File: config.mk
export PLATFORM = sky130hd
export DESIGN_NAME = x_delay_line
export DESIGN_NICKNAME = d
export VERILOG_FILES = /design/src/rtl/x_delay_line.sv
export SDC_FILE = /design/constraint.sdc
export NUM_CORES = 1
export LEC_CHECK = 0
export BUFFER_PORTS_ARGS = -buffer_cell sky130_fd_sc_hd__buf_2
export CORE_MARGIN = 3
export CORE_UTILIZATION = 51
export CTS_CLUSTER_DIAMETER = 40
export DETAILED_ROUTE_END_ITERATION = 6
export GPL_ROUTABILITY_DRIVEN = 0
export HOLD_SLACK_MARGIN = 0.03
export PLACE_DENSITY = 0.83
export SLEW_MARGIN = 15
export SYNTH_ARGS = -nofsm -noshare
export SYNTH_HDL_FRONTEND = slang
export SYNTH_SLANG_ARGS = --single-unit
File: constraint.sdc
create_clock -name clk -period 1.4 [get_ports clk]
set_input_delay 0.14 -clock clk [delete_from_list [all_inputs] [get_ports clk]]
set_output_delay 0.14 -clock clk [all_outputs]
set_load 0.05 [all_outputs]
File: src/rtl/x_delay_line.sv
// Multi-channel x(n) delay line for the CeNN cell datapath: DEPTH-stage shift
// register per channel, saturating tap mux, per-stage validity and warm-up flag.

module x_delay_lane #(
    parameter int WIDTH = 8,
    parameter int DEPTH = 2,
    parameter int TW    = 2
) (
    input  logic             clk,
    input  logic             rst,
    input  logic             i_shift,
    input  logic             i_clear,
    input  logic [TW-1:0]    i_tap,
    input  logic [WIDTH-1:0] i_d,
    output logic [WIDTH-1:0] o_q
);
    logic [DEPTH-1:0][WIDTH-1:0] r_stage;

    always_ff @(posedge clk or posedge rst) begin
        if (rst) begin
            r_stage <= '0;
        end else if (i_clear) begin
            r_stage <= '0;
        end else if (i_shift) begin
            r_stage[0] <= i_d;
            for (int i = 1; i < DEPTH; i++) r_stage[i] <= r_stage[i-1];
        end
    end

    // i_tap arrives already saturated to DEPTH-1
    always_comb begin
        o_q = r_stage[0];
        for (int i = 1; i < DEPTH; i++)
            if (i_tap == TW'(i)) o_q = r_stage[i];
    end
endmodule

module x_delay_line #(
    parameter int WIDTH    = 8,
    parameter int DEPTH    = 2,
    parameter int CHANNELS = 1,
    parameter int WARMUP   = 4
) (
    input  logic                      clk,
    input  logic                      rst,
    input  logic                      read_ready,
    input  logic                      flush,
    input  logic [$clog2(DEPTH):0]    tap_sel,
    input  logic [CHANNELS*WIDTH-1:0] out,
    output logic [CHANNELS*WIDTH-1:0] x_n,
    output logic                      x_valid,
    output logic                      active_delay,
    output logic [3:0]                warm_count
);
    localparam int TW = $clog2(DEPTH) + 1;

    logic             w_shift;
    logic [TW-1:0]    w_tap;
    logic [DEPTH-1:0] r_valid;
    logic [3:0]       r_warm;
    logic             r_active;

    assign w_shift = read_ready & ~flush;
    assign w_tap   = (tap_sel > TW'(DEPTH-1)) ? TW'(DEPTH-1) : tap_sel;

    for (genvar c = 0; c < CHANNELS; c++) begin : g_lane
        x_delay_lane #(.WIDTH(WIDTH), .DEPTH(DEPTH), .TW(TW)) u_lane (
            .clk     (clk),
            .rst     (rst),
            .i_shift (w_shift),
            .i_clear (flush),
            .i_tap   (w_tap),
            .i_d     (out[c*WIDTH +: WIDTH]),
            .o_q     (x_n[c*WIDTH +: WIDTH])
        );
    end

    // Validity is shared by all channels since they always shift together
    always_ff @(posedge clk or posedge rst) begin
        if (rst) begin
            r_valid <= '0;
        end else if (flush) begin
            r_valid <= '0;
        end else if (read_ready) begin
            r_valid[0] <= 1'b1;
            for (int i = 1; i < DEPTH; i++) r_valid[i] <= r_valid[i-1];
        end
    end

    always_comb begin
        x_valid = r_valid[0];
        for (int i = 1; i < DEPTH; i++)
            if (w_tap == TW'(i)) x_valid = r_valid[i];
    end

    // Counter saturates at WARMUP; the flag rises on the following enabled edge
    always_ff @(posedge clk or posedge rst) begin
        if (rst) begin
            r_warm   <= 4'd0;
            r_active <= 1'b0;
        end else if (flush) begin
            r_warm   <= 4'd0;
            r_active <= 1'b0;
        end else if (read_ready) begin
            if (r_warm < 4'(WARMUP)) begin
                r_warm   <= r_warm + 4'd1;
                r_active <= 1'b0;
            end else begin
                r_active <= 1'b1;
            end
        end
    end

    assign warm_count   = r_warm;
    assign active_delay = r_active;
endmodule
---- Word level (Yosys, flattened, before mapping) ----
Cells that the tools add are included.
cells by class
  add/sub/neg operators ................... 1
  magnitude comparators ................... 2
  equal/unequal tests ..................... 1
  muxes and demuxes ....................... 13
  bitwise logic cells ..................... 2
  reductions and logical operators ........ 4
operator list
  kind                                                                          count
  16-bit 2-to-1 mux                                                             2
  4-bit 2-to-1 mux                                                              3
  8-bit 2-to-1 mux                                                              1
  2-bit 2-to-1 mux                                                              3
  2-bit nonzero test                                                            3
  4-bit by 1-bit adder with 4-bit output, second input constant                 1
  4-bit by 3-bit less-than comparator with 1-bit output, second input constant  1
  1-bit 2-to-1 mux                                                              4
  2-bit by 1-bit equality test with 1-bit output, second input constant         1
  2-bit by 1-bit > comparator with 1-bit output, second input constant          1
  2-bit AND reduction                                                           1
  1-bit bitwise AND                                                             1
  1-bit inverter                                                                1
word-level totals
  bits in registers ....................... 23
  bits of input ports ..................... 14
  output and inout bits ................... 14
  word-level logic and storage cells ...... 28

---- Logic depth before layout (Yosys ltp) ----
  depth after elaboration ................. 4
  mapped depth ............................ 3
  depth with buffers taken out ............ 3

---- Modules after synthesis ----
From an unflattened synthesis, not the netlist that was laid out.
unflattened totals
  cell total of the unflattened synthesis .. 94
  area total of the unflattened synthesis .. 1143.6 um^2
by module, submodules not included
  module        times used  cells each  area each (um^2)  sequential area each (um^2)
  x_delay_lane  1           63          804.5             400.4
  x_delay_line  1           31          339.1             175.2

---- Worst setup path after synthesis ----
OpenSTA, ideal clock, no wires.
  path type ............................... register to register
  start point ............................. register r_warm[3] (netlist: warm_count[3])
  end point ............................... register r_warm[0] (netlist: warm_count[0])
  arrival time ............................ 1221 ps
  required time ........................... 1272 ps
  slack ................................... 52 ps
  stages on the path, launching flop included .. 3
  period minus slack after synthesis ...... 1348 ps
  cells stage by stage .................... dfrtp_1 > nor3b_2 > mux2_1
between the ends
  word-level cells in the longest chain between the ends .. 3
RTL lines
  element                                                line  RTL
  from (decl)                                            60    logic [3:0] r_warm;
  from (signal assigned)                                 106   r_warm <= r_warm + 4'd1;
  4-bit by 3-bit less-than comparator with 1-bit output  105   if (r_warm < 4'(WARMUP)) begin
  2-bit nonzero test (no line)                           --
  2-bit AND reduction (no line)                          --
Every way passes these cells.
A chain may end at the register's enable or synchronous reset.

---- Worst setup path in the final report ----
  start point ............................. register g_lane[0].u_lane.r_stage[6] (netlist name)
  end point ............................... output port x_n[6]
between the ends
  word-level cells in the longest chain between the ends .. 1
RTL lines
  element           line  RTL
  from (decl)       17    logic [DEPTH-1:0][WIDTH-1:0] r_stage;
  8-bit 2-to-1 mux  34    if (i_tap == TW'(i)) o_q = r_stage[i];
  to (decl)         50    output logic [CHANNELS*WIDTH-1:0] x_n,
Every way passes these cells.

==> summary.log <==
INFO  clock_network  cts.sinks=23
INFO  pwr            static-leakage-power=0.7243nW
INFO  synthesis      main_combinational_cell_family_by_area_after_synthesis=multiplexers
INFO  sta            clock.fmax=750.3MHz
INFO  clock_network  clk_path_buf_depth=2
INFO  setup_path     cp_num_buf_inv=1
INFO  synthesis      dominant_cell_type_by_area_after_synthesis=sky130_fd_sc_hd__dfrtp_1
INFO  setup_path     cp_slowest_stage_delay=0.42ns
INFO  floorplan      initial_cell_density_of_the_core=54.50%
INFO  floorplan      fp-row-count=16
INFO  routing        route.detailed.vias_per_inst=4.884
INFO  synthesis      synth_compound_gate_area_share=0.4587%
INFO  synthesis      syn_inst=88
INFO  clock_network  cts_made_buffers=3
INFO  routing        drtAntennaViolNets=0
INFO  sta            clock_skew=0.002581ns
INFO  routing        via_count=718
INFO  clock_network  cts_repair_resize_count=0
INFO  clock_network  cts.htree.levels=1
INFO  global_routing maximum_number_of_pins_on_one_net_before_global_route_repair=24
INFO  run            maxCapViolations=0
INFO  synthesis      synthMostInstantiatedCell=sky130_fd_sc_hd__dfrtp_1
INFO  synthesis      synth-seq-area-share=52.75%
INFO  synthesis      synth_adder_area_share=1.147%
INFO  synthesis      synth_register_bits=23
INFO  synthesis      yosysUniqueCellTypes=17
INFO  sta            max-slew-margin-rel=78.66%
INFO  clock_network  worst_setup_hold_path_clk_slew=0.12ns
INFO  clock_network  cts_post_setup_buffers_inserted=0
INFO  synthesis      postSynth.asyncResetShare=100.0%
INFO  setup_path     path_cells=mux2_4 -> buf_2
INFO  synthesis      synth.area.mux_share=29.93%
INFO  placement      dp_hpwl=1.391mm
INFO  placement      total_of_buffers_placed_on_input_and_output_ports=27
INFO  cells_and_area drive_gt1_share=37.50%
INFO  setup_path     crit_arrival=1.19ns
INFO  cells_and_area total_inserted_antenna_cells=0
INFO  setup_path     cp_data_required_time=1.26ns
INFO  synthesis      synth_enable_flop_cells=0
INFO  sta            slew_viol_final=0
INFO  synthesis      synth.cells.most_frequent=23 x sky130_fd_sc_hd__dfrtp_1, 21 x sky130_fd_sc_hd__nor2_1, 18 x sky130_fd_sc_hd__mux2i_1, 9 x sky130_fd_sc_hd__mux2_4
INFO  routing        drt_first_pass_iters=5
INFO  routing        drt_drc_violations_left=0
INFO  setup_path     worst_setup_path_end_kind=primary output
INFO  synthesis      yosys.area_share.xor_xnor=0%
INFO  synthesis      synth_area_leaders=sky130_fd_sc_hd__dfrtp_1 53%, sky130_fd_sc_hd__mux2i_1 17%, sky130_fd_sc_hd__mux2_4 12%
INFO  worst_hold_path hold_path_class=primary input to register
INFO  cells_and_area final-instance-count-excl-fill=147
INFO  synthesis      synthesis.area_per_instance=12.40um^2
INFO  setup_path     critical-path-top-delay-family=flip-flops
INFO  pwr            power.density_cell_area=968.7nW/um^2
INFO  setup_path     start_kind=register
INFO  floorplan      die_area=2730um^2
INFO  sta            tns=0ns
INFO  global_routing grt_first_pass_wirelength=3.132mm
INFO  global_routing grt_use_total=15.51%
INFO  clock_network  cts-root-buf=sky130_fd_sc_hd__clkbuf_4
INFO  setup_path     timing_worst_setup_path_type=register to primary output
INFO  sta            period_minus_slack=1.333ns
INFO  setup_path     critPathSlowestCell=sky130_fd_sc_hd__dfrtp_1
INFO  sta            unrepaired_setup_endpoints_after_global_routing=no
INFO  synthesis      synthSimpleGateAreaFrac=12.84%
INFO  cells_and_area nNetsFinal=136
INFO  clock_network  clk_latency=0.30ns
INFO  synthesis      synthDominantCellAreaShare=52.75%
INFO  outcome        outcome=finished clean
INFO  floorplan      die_h=52.25um
INFO  sta            hold_viol_final=0
INFO  synthesis      synth.cell_area=1091um^2
INFO  setup_path     critical_path.max_fanout=3
INFO  synthesis      yosysWarnings=0
INFO  global_routing antenna_found_initial=0
INFO  synthesis      synthesis.nets=103
INFO  synthesis      ys_dominant_reg_cell=sky130_fd_sc_hd__dfrtp_1
INFO  floorplan      core_area=2002um^2
INFO  sta            final-setup-viol-count=0
INFO  routing        routed_wire_length_per_instance=12.81um
INFO  pwr            ir_worst_vdd=0.6712mV
INFO  placement      place_inst=142
INFO  routing        detail_route.wirelength=1.883mm
INFO  sta            worstMarginPinSlew=0.3187ns
INFO  clock_network  cts_tree=built
INFO  global_routing global_route.overflow_total=0
INFO  cells_and_area syn_to_final_growth=20.53%
INFO  sta            final_min_period_over_clock_period=95.20%
INFO  floorplan      die_x=52.25um
INFO  routing        drt_first_iter_violations=2
INFO  floorplan      io_pins=28
INFO  global_routing first_global_vias=757
path summary, 6_finish.rpt:
| path | startpoint | endpoint | slack, ns | cells after the start |
|---|---|---|---|---|
| setup reg to reg | warm_count[3] | warm_count[0] | 0.17 | 2 |
| min in group asynchronous | rst | g_lane[0].u_lane.r_stage[4] | 0.40 | 4 |
| hold reg to reg | g_lane[0].u_lane.r_stage[10] | g_lane[0].u_lane.r_stage[10] | 0.53 | 2 |
| max in group asynchronous | rst | g_lane[0].u_lane.r_stage[9] | 0.78 | 4 |
| setup / recovery | g_lane[0].u_lane.r_stage[6] | x_n[6] | 0.07 | 2 |
| hold / removal | out[4] | g_lane[0].u_lane.r_stage[4] | 0.08 | 3 |
tightest hold or removal path: stages:
cell and delay (ns):
sky130_fd_sc_hd__buf_2 0.07, sky130_fd_sc_hd__mux2i_1 0.05, sky130_fd_sc_hd__nor2_1 0.08
layout by cell type, fill, tap and decap left out, drive strengths merged:
cell type | netlist | routed
a21oi | 1 | 1
buf | 3 | 31
clkbuf | 1 | 4
dfrtp | 23 | 23
dlygate4sd3 | 0 | 1
ha | 1 | 1
inv | 2 | 2
mux2 | 10 | 10
mux2i | 18 | 18
nand2b | 2 | 2
nand3b | 1 | 1
nor2 | 22 | 22
nor2b | 2 | 2
nor3 | 1 | 1
nor3b | 1 | 1
timing repair:
action | CTS | global route
hold buffers | 1 | 0
hold endpoints to repair | 23 | 0
setup endpoints to repair | 0 | 0
cell type report:
type / count / area (um^2)
fillers: 167 / 686.9
flip-flops and latches: 23 / 575.6
multi-input cells: 59 / 484.2
repair buffers: 32 / 187.7
well taps: 27 / 33.78
clock buffers: 4 / 26.28
inverters: 2 / 7.507
registers in the layout, indices dropped and copies added, names as in the netlist:
| signal | count |
|---|---|
| active_delay | 1 |
| g_lane.u_lane.r_stage | 16 |
| warm_count | 4 |
| r_valid | 2 |
power by group:
group	total [mW]	switching (mW)	internal [mW]	leakage (nW)
registers	0.718	0.0227	0.695	0.310
clock network	0.296	0.185	0.111	0.0150
logic	0.260	0.160	0.0999	0.399
per-stage QoR:
| stage | setup WS, ns | area [um^2] | total power [mW] | util, % | hold WS (ns) |
|---|---|---|---|---|---|
| after floorplan | 0.05165 | 1091 | 0.9208 | - | 0.1419 |
| after global placement | 0.2362 | 1279 | 0.9834 | 63.88 | 0.1825 |
| after detailed placement | 0.1724 | 1279 | 0.9925 | 63.88 | 0.1876 |
| after CTS | 0.05726 | 1315 | 1.289 | 65.69 | 0.07465 |
| after global routing | 0.01382 | 1315 | 1.334 | 65.69 | 0.08279 |
| final | 0.06725 | 1315 | 1.274 | 65.69 | 0.07707 |
cell families (layout without fill, tap and decap cells):
group | count (synthesis) | count (layout)
adder cells (fa/ha/maj) | 1 | 1
buffers and inverters | 6 | 38
AND/OR/NAND/NOR | 29 | 29
AO/OA/AOI/OAI | 1 | 1
multiplexers | 28 | 28
flip-flops | 23 | 23
metal layers:
metal / wire, um / track usage (%) / up-vias
met1: 865 / 18.77 / 340
met4: 8 / 6.383 / 0
met3: 79 / 2.849 / 2
li1: - / - / 358
met5: 0 / 0 / -
met2: 930 / 26.99 / 18
(Power assumes the default switching activity.)
